==> src/rtl/multicycle_fsm_pkg.sv <==
// multicycle_fsm_pkg: rv32i opcode constants, FSM state encodings and per-state control words
package multicycle_fsm_pkg;

  localparam logic [6:0] OP_R   = 7'b0110011;
  localparam logic [6:0] OP_I   = 7'b0010011;
  localparam logic [6:0] OP_L   = 7'b0000011;
  localparam logic [6:0] OP_S   = 7'b0100011;
  localparam logic [6:0] OP_B   = 7'b1100011;
  localparam logic [6:0] OP_JAL = 7'b1101111;

  localparam logic [1:0] IMM_I = 2'b00;
  localparam logic [1:0] IMM_S = 2'b01;
  localparam logic [1:0] IMM_B = 2'b10;
  localparam logic [1:0] IMM_J = 2'b11;

  typedef enum logic [3:0] {
    S_FETCH    = 4'd0,
    S_DECODE   = 4'd1,
    S_MEMADR   = 4'd2,
    S_MEMREAD  = 4'd3,
    S_MEMWB    = 4'd4,
    S_MEMWRITE = 4'd5,
    S_EXECUTER = 4'd6,
    S_EXECUTEI = 4'd7,
    S_ALUWB    = 4'd8,
    S_BEQ      = 4'd9,
    S_JAL      = 4'd10
  } state_t;

  typedef struct packed {
    logic       pc_update;
    logic       branch;
    logic       adr_src;
    logic       ir_write;
    logic       mem_write;
    logic       reg_write;
    logic [1:0] result_src;
    logic [1:0] alu_src_a;
    logic [1:0] alu_src_b;
    logic [1:0] alu_op;
  } ctrl_t;

  // Moore control word; anything not set for a state stays 0
  function automatic ctrl_t state_ctrl(input state_t s);
    ctrl_t c;
    c = '0;
    case (s)
      S_FETCH: begin
        c.ir_write   = 1'b1;
        c.alu_src_b  = 2'b10;
        c.result_src = 2'b10;
        c.pc_update  = 1'b1;
      end
      S_DECODE: begin
        c.alu_src_a = 2'b01;
        c.alu_src_b = 2'b01;
      end
      S_MEMADR: begin
        c.alu_src_a = 2'b10;
        c.alu_src_b = 2'b01;
      end
      S_MEMREAD: c.adr_src = 1'b1;
      S_MEMWB: begin
        c.result_src = 2'b01;
        c.reg_write  = 1'b1;
      end
      S_MEMWRITE: begin
        c.adr_src   = 1'b1;
        c.mem_write = 1'b1;
      end
      S_EXECUTER: begin
        c.alu_src_a = 2'b10;
        c.alu_op    = 2'b10;
      end
      S_EXECUTEI: begin
        c.alu_src_a = 2'b10;
        c.alu_src_b = 2'b01;
        c.alu_op    = 2'b10;
      end
      S_ALUWB: c.reg_write = 1'b1;
      S_BEQ: begin
        c.alu_src_a = 2'b10;
        c.alu_op    = 2'b01;
        c.branch    = 1'b1;
      end
      S_JAL: begin
        c.alu_src_a = 2'b01;
        c.alu_src_b = 2'b10;
        c.pc_update = 1'b1;
      end
      default: c = '0;
    endcase
    return c;
  endfunction

endpackage

==> src/rtl/multicycle_fsm_imm_decoder.sv <==
// imm_decoder: opcode to immediate format select, non-immediate opcodes map to I
module imm_decoder
  import multicycle_fsm_pkg::*;
(
  input  logic [6:0] i_op,
  output logic [1:0] o_imm_src
);

  always_comb o_imm_src = i_op == OP_S   ? IMM_S :
                          i_op == OP_B   ? IMM_B :
                          i_op == OP_JAL ? IMM_J : IMM_I;

endmodule

==> src/rtl/multicycle_fsm.sv <==
// multicycle_fsm: rv32i multicycle control unit, Moore outputs plus branch-qualified pc_write
module multicycle_fsm
  import multicycle_fsm_pkg::*;
(
  input  logic       clk,
  input  logic       rst,
  input  logic [6:0] op,
  input  logic       zero,
  output logic       pc_write,
  output logic       adr_src,
  output logic       ir_write,
  output logic       mem_write,
  output logic       reg_write,
  output logic [1:0] result_src,
  output logic [1:0] alu_src_a,
  output logic [1:0] alu_src_b,
  output logic [1:0] alu_op,
  output logic [1:0] imm_src,
  output logic [3:0] state
);

  state_t r_state;
  state_t w_next;
  ctrl_t  w_ctrl;

  always_ff @(posedge clk or negedge rst)
    if (!rst) r_state <= S_FETCH;
    else      r_state <= w_next;

  always_comb begin
    w_next = S_FETCH;
    w_ctrl = state_ctrl(r_state);
    case (r_state)
      S_FETCH:    w_next = S_DECODE;
      S_DECODE:   w_next = (op == OP_L || op == OP_S) ? S_MEMADR :
                           op == OP_R   ? S_EXECUTER :
                           op == OP_I   ? S_EXECUTEI :
                           op == OP_B   ? S_BEQ :
                           op == OP_JAL ? S_JAL : S_FETCH;
      S_MEMADR:   w_next = op == OP_L ? S_MEMREAD : S_MEMWRITE;
      S_MEMREAD:  w_next = S_MEMWB;
      S_EXECUTER: w_next = S_ALUWB;
      S_EXECUTEI: w_next = S_ALUWB;
      S_JAL:      w_next = S_ALUWB;
      default:    w_next = S_FETCH;
    endcase
  end

  assign pc_write   = w_ctrl.pc_update | (w_ctrl.branch & zero);
  assign adr_src    = w_ctrl.adr_src;
  assign ir_write   = w_ctrl.ir_write;
  assign mem_write  = w_ctrl.mem_write;
  assign reg_write  = w_ctrl.reg_write;
  assign result_src = w_ctrl.result_src;
  assign alu_src_a  = w_ctrl.alu_src_a;
  assign alu_src_b  = w_ctrl.alu_src_b;
  assign alu_op     = w_ctrl.alu_op;
  assign state      = r_state;

  imm_decoder u_imm_decoder (
    .i_op      (op),
    .o_imm_src (imm_src)
  );

endmodule

==> config.mk <==
export PLATFORM = sky130hd
export DESIGN_NAME = multicycle_fsm
export DESIGN_NICKNAME = d
export VERILOG_FILES = /design/src/rtl/multicycle_fsm_pkg.sv /design/src/rtl/multicycle_fsm_imm_decoder.sv /design/src/rtl/multicycle_fsm.sv
export SDC_FILE = /design/constraint.sdc
export NUM_CORES = 1
export LEC_CHECK = 0
export ABC_AREA = 1
export ABC_CLOCK_PERIOD_IN_PS = 3450
export CORE_AREA = 3 3 40 42
export DETAILED_ROUTE_END_ITERATION = 16
export DIE_AREA = 0 0 43 45
export PLACE_DENSITY = 0.85
export REMOVE_ABC_BUFFERS = 1
export SLEW_MARGIN = 20
export SYNTH_ARGS = -nofsm -noshare
export SYNTH_HDL_FRONTEND = slang
export SYNTH_HIERARCHICAL = 1
export SYNTH_SLANG_ARGS = --single-unit
==> constraint.sdc <==
create_clock -name clk -period 3.45 [get_ports clk]
set_clock_uncertainty 0.2 [all_clocks]
set_input_delay 0.5175 -clock clk [delete_from_list [all_inputs] [get_ports clk]]
set_output_delay 0.5175 -clock clk [all_outputs]
set_load 0.005 [all_outputs]
# Yosys cells after proc, flatten, opt, wreduce, memory -nomap -nowiden
# Cells that the tools add are included.
word_totals:
  ramBits: 0
  input_bits: 10
  romBits: 0
  out_inout_bits: 19
  memories: 0
  latchBits: 0
  register_bits: 4
op_classes:
  div_mod_pow: 0
  n_shift: 0
  reduce_logical: 10
  n_mux: 20
  bitwise_logic: 2
  magnitude_cmp: 0
  add_sub_neg: 0
  n_eq_ne: 16
  n_mul: 0
ops:
  columns: ["cell", "n"]
  rows:
  - ["$mux 4", 5]
  - ["$pmux 4 s5", 1]
  - ["$eq 4x3->1 const B", 4]
  - ["$pmux 2 s2", 4]
  - ["$eq 7x6->1 const B", 2]
  - ["$eq 7x7->1 const B", 2]
  - ["$eq 4x4->1 const B", 3]
  - ["$reduce_or 2->1", 5]
  - ["$eq 4x2->1 const B", 2]
  - ["$eq 7x2->1 const B", 1]
  - ["$eq 7x5->1 const B", 1]
  - ["$mux 1", 6]
  - ["$mux 2", 3]
  - ["$reduce_or 3->1", 2]
  - ["$eq 4x1->1 const B", 1]
  - ["$logic_not 4->1", 1]
  - ["$reduce_or 4->1", 1]
  - ["$mux 3", 1]
  - ["$and 1x1->1", 1]
  - ["$logic_or 1x1->1", 1]
  - ["$or 1x1->1", 1]

# Longest topological paths before layout
depth:
  word_depth: 7
  depth_mapped: 7

# Modules after synthesis
# The synthesis kept the hierarchy.
by_module_without_submodules:
  columns: ["module", "n_inst", "area_per_inst_um2", "cells_each", "seq_area_each_um2"]
  rows:
  - ["multicycle_fsm", 1, 411.6, 74, 100.1]
  - ["imm_decoder", 1, 68.8, 17, 0.0]

# Least setup slack after synthesis
# Ideal clock, no wire load.
synth_path:
  kind: "flip-flop to output port"
  from: "register r_state[1] (netlist: state[1])"
  to: "output port pc_write"
  stages_incl_launch_ff: 8
  arrival_time_ns: 0.891
  path_buffers: 0
  slack_ns: 1.842
  t_required_ns: 2.732
  cell_sequence: "dfrtp_1 inv_1 nand2_2 inv_1 nand2_1 inv_1 nand2_1 nand3_1"
synth_between:
  elab_chain_len: 4
synth_rtl:
  columns: ["item", "line_no", "text"]
  rows:
  - ["from (decl)", "multicycle_fsm.sv:22", "state_t r_state;"]
  - ["from (signal assigned)", "multicycle_fsm.sv:28", "else r_state <= w_next;"]
  - ["$eq 4x4->1 or $logic_not 4->1 (tied branches)", "multicycle_fsm_pkg.sv:47", "case (s)"]
  - ["$reduce_or 2->1 (no line) or $mux 1 (tied branches)", null, null]
  - ["$mux 1 or $and 1x1->1 (tied branches)", "multicycle_fsm_pkg.sv:47, multicycle_fsm.sv:49", null]
  - ["$or 1x1->1 (*)", "multicycle_fsm.sv:49", "assign pc_write = w_ctrl.pc_update | (w_ctrl.branch & zero);"]
  - ["to (decl)", "multicycle_fsm.sv:9", "output logic pc_write,"]
# Every way passes the cells marked *; elsewhere a longest branch is shown, timed or not.

# Worst setup path in the final report
layout_path:
  from: "input port op[6]"
  to: "output port imm_src[1]"
layout_between:
  elab_chain_len: 4
layout_rtl:
  columns: ["item", "line_no", "text"]
  rows:
  - ["from (decl)", "multicycle_fsm.sv:7", "input logic [6:0] op,"]
  - ["$eq 7x7->1", "multicycle_fsm_imm_decoder.sv:11", "i_op == OP_JAL ? IMM_J : IMM_I;"]
  - ["$mux 2", "multicycle_fsm_imm_decoder.sv:11", null]
  - ["$mux 2", "multicycle_fsm_imm_decoder.sv:10", "i_op == OP_B ? IMM_B :"]
  - ["$mux 2 (*)", "multicycle_fsm_imm_decoder.sv:9", "always_comb o_imm_src = i_op == OP_S ? IMM_S :"]
  - ["to (decl)", "multicycle_fsm.sv:18", "output logic [1:0] imm_src,"]
# Marked as above.

==> flow_summary.yaml <==
outcome:
  status: "finished, final reports clean"
global_route:
  gr-total-overflow: 0
  grt_max_degree: 8
  grt_pass1_wl_um: 2001
  grt_pass1_vias: 532
  grt_usage_pct: 13.69
  antenna_found_initial: 0
final_layout:
  final_common_cell: "nand2_1"
  seqCellArea_um2: 100.1
  final_cell_mix: "nand2_1, clkdlybuf4s50_1, inv_1, nor2_1, nand3_1"
  post_layout_nonfiller_instances: 136
  largest_reg_flops: 4
  n_fill_cell: 140
  drive_gt1_share_pct: 9.917
  diodes: 0
  syn2layout_area_growth_pct: 65.36
  multi_input_comb_area_um2: 305.3
  layout.nets: 133
logic_synthesis:
  ys_warn_count: 6
  ys_seq_area_share_pct: 20.83
  synth_edf_count: 0
  synth_adder_area_share_pct: 0
  syn_inst: 91
  syn_avg_cell_area_um2: 5.280
  ys_async_sr_fraction_pct: 100.0
  ys_ff_latch: 4
  synth.cell_area_um2: 480.5
  synth-simple-area-share_pct: 58.33
  synth_cell_types: 14
  synth_flop_cell: "dfrtp_1"
  synth_top_family_by_area: "simple AND/OR/NAND/NOR gates"
  synth_compound_area_share_pct: 5.208
  synthXorXnorAreaFrac_pct: 0
  synth.area.mux_share_pct: 0
timing:
  setup_viol: 0
  final_max_slew_viol_count: 0
  fin_setup_tns_ns: 0
  rsz0062_at_grt: "false"
  hold_viol: 0
  post-route-min-period_ns: 2.654
  fmax_mhz: 376.7
  tightest_slew_ns: 0.2833
  finalCritPeriodShare_pct: 76.94
  relSlewSlack_pct: 81.05
pwr:
  switching_power_mw: 0.1124
  p_sw_share_pct: 35.07
  p_comb_share_pct: 61.7
  power.leakage_nw: 0.4231
  seq_power_share_pct: 21.0
  finalPower_mw: 0.3206
  p_int_mw: 0.2082
  power_density_nw_per_um2: 403.5
  ir_drop_mv: 0.1754
  clkPwrFrac_pct: 17.3
detailed_routing:
  remaining_drc_errors: 0
  wl_met2_um: 614
  vias_per_cell: 4.500
  wl_met1_um: 489
  drt_iter0_markers: 17
  dr.pass1.iters: 2
  wl_met3_um: 97
  route.vias.total: 612
  wl_per_cell_um: 8.831
  highest_layer: "met3"
  final_antenna_net_count: 0
  totalWireLength_um: 1201
critical_path:
  rr_startpoint: "state[2]$_DFF_PN0_"
  crit_path_end: "imm_src[1]"
  crit_chain: "clkdlybuf4s50_1, inv_1, nor2_2, nand2_1, nand2_1, clkdlybuf4s50_1"
  worstSetupPathType: "in2out"
  r2r-end: "state[0]$_DFF_PN0_"
  arrival_ns: 1.94
  startpoint: "op[6]"
  end_kind: "primary output"
  worstSetupStartpointType: "input port"
  critical_path.max_stage_delay_ns: 0.57
  reg2reg_setup_slack_ns: 2.18
  worstPathMaxFanout: 7
  r2r_cells: 5
  crit_required_ns: 2.73
  crit_slowest_cell: "clkdlybuf4s50_1"
place:
  dp_cells: 133
  numPortBuffers: 28
  gp_congestion: 0.7630
  hpwl_um: 1012
run:
  drv_cap: 0
clock_network:
  cts.clk_slew.worst_paths_ns: 0.04
  cts_resized: 0
  clockRootBuffer: "clkbuf_4"
  post-cts-setup-buffers: 0
  cts_buffer_depth: 2
  cts_buffers: 3
  ctsHtreeMaxLevel: 1
  cts.sinks: 4
  clkLatencyLatePin_ns: 0.23
  postCtsHoldBufs: 0
  cts_tree: "yes"
die:
  ios: 29
  initial_core_util_pct: 37.39
  core-area_um2: 1285
  die_h_um: 45
  rows: 13
  die_area_um2: 1935
  dieWidth_um: 43
min_path:
  hp-class: "in2async"
[Yosys cell counts, types with 2 or more instances]
master	count	area, um^2
nor2_1	11	41.29
nand2_2	2	12.51
nor2_2	4	25.02
a21oi_1	2	10.01
nand2_1	35	131.4
dfrtp_1	4	100.1
nand3_1	7	35.03
o21ai_0	3	15.01
inv_1	17	63.81
nor2_4	2	22.52
[final cells by class]
| cell class | count | share of cell area [%] |
|---|---|---|
| flip-flops and latches | 4 | 12.60 |
| inverters | 18 | 8.504 |
| repair buffers | 28 | 35.28 |
| multi-input cells | 68 | 38.43 |
| clock buffers | 3 | 2.835 |
| well taps | 15 | 2.362 |
[power groups by stage]
stage	sequential (mW)	clock [mW]	combinational, mW
2_1_floorplan	0.0661	0	0.0820
3_3_place_gp	0.0673	0	0.197
3_5_place_dp	0.0676	0	0.199
4_1_cts	0.0671	0.0575	0.200
5_1_grt	0.0696	0.0640	0.216
6_report	0.0673	0.0555	0.198
[worst max-delay path: cells and delay by family]
family / cells / cell delay, ns
buf+inv: 3 / 1.14
simple gates: 3 / 0.28
[worst min path at each step]
stage / depth (start not counted) / slack (ns) / to / start
after floorplan: 0 / 0.02 / state[0]$_DFF_PN0_ / rst
after detailed placement: 1 / 0.42 / state[0]$_DFF_PN0_ / state[0]$_DFF_PN0_
after global routing: 1 / 0.28 / state[0]$_DFF_PN0_ / rst
after global placement: 1 / 0.42 / state[0]$_DFF_PN0_ / state[0]$_DFF_PN0_
after CTS: 1 / 0.28 / state[0]$_DFF_PN0_ / rst
final: 1 / 0.28 / state[0]$_DFF_PN0_ / rst
[routing by layer]
layer,vias to the layer above,GRT usage [%]
met5,-,0
met4,0,7.229
met3,0,2.789
met2,28,26.35
met1,252,13.83
li1,332,-
[per-stage QoR]
stage	utilization, %	setup slack, ns	instance area [um^2]	hold slack [ns]
detailed placement	60.08	0.7861	772.0	0.4199
global placement	60.08	0.8461	772.0	0.4152
CTS	61.83	0.7865	794.5	0.2762
global route	61.83	0.6887	794.5	0.2805
finish	61.83	0.7956	794.5	0.2798
floorplan	-	1.842	473.0	0.02191
[cell families after synthesis]
group	Yosys count
compound gates	5
buf+inv	19
flops	4
simple gates	63
(Power assumes the default switching activity.)
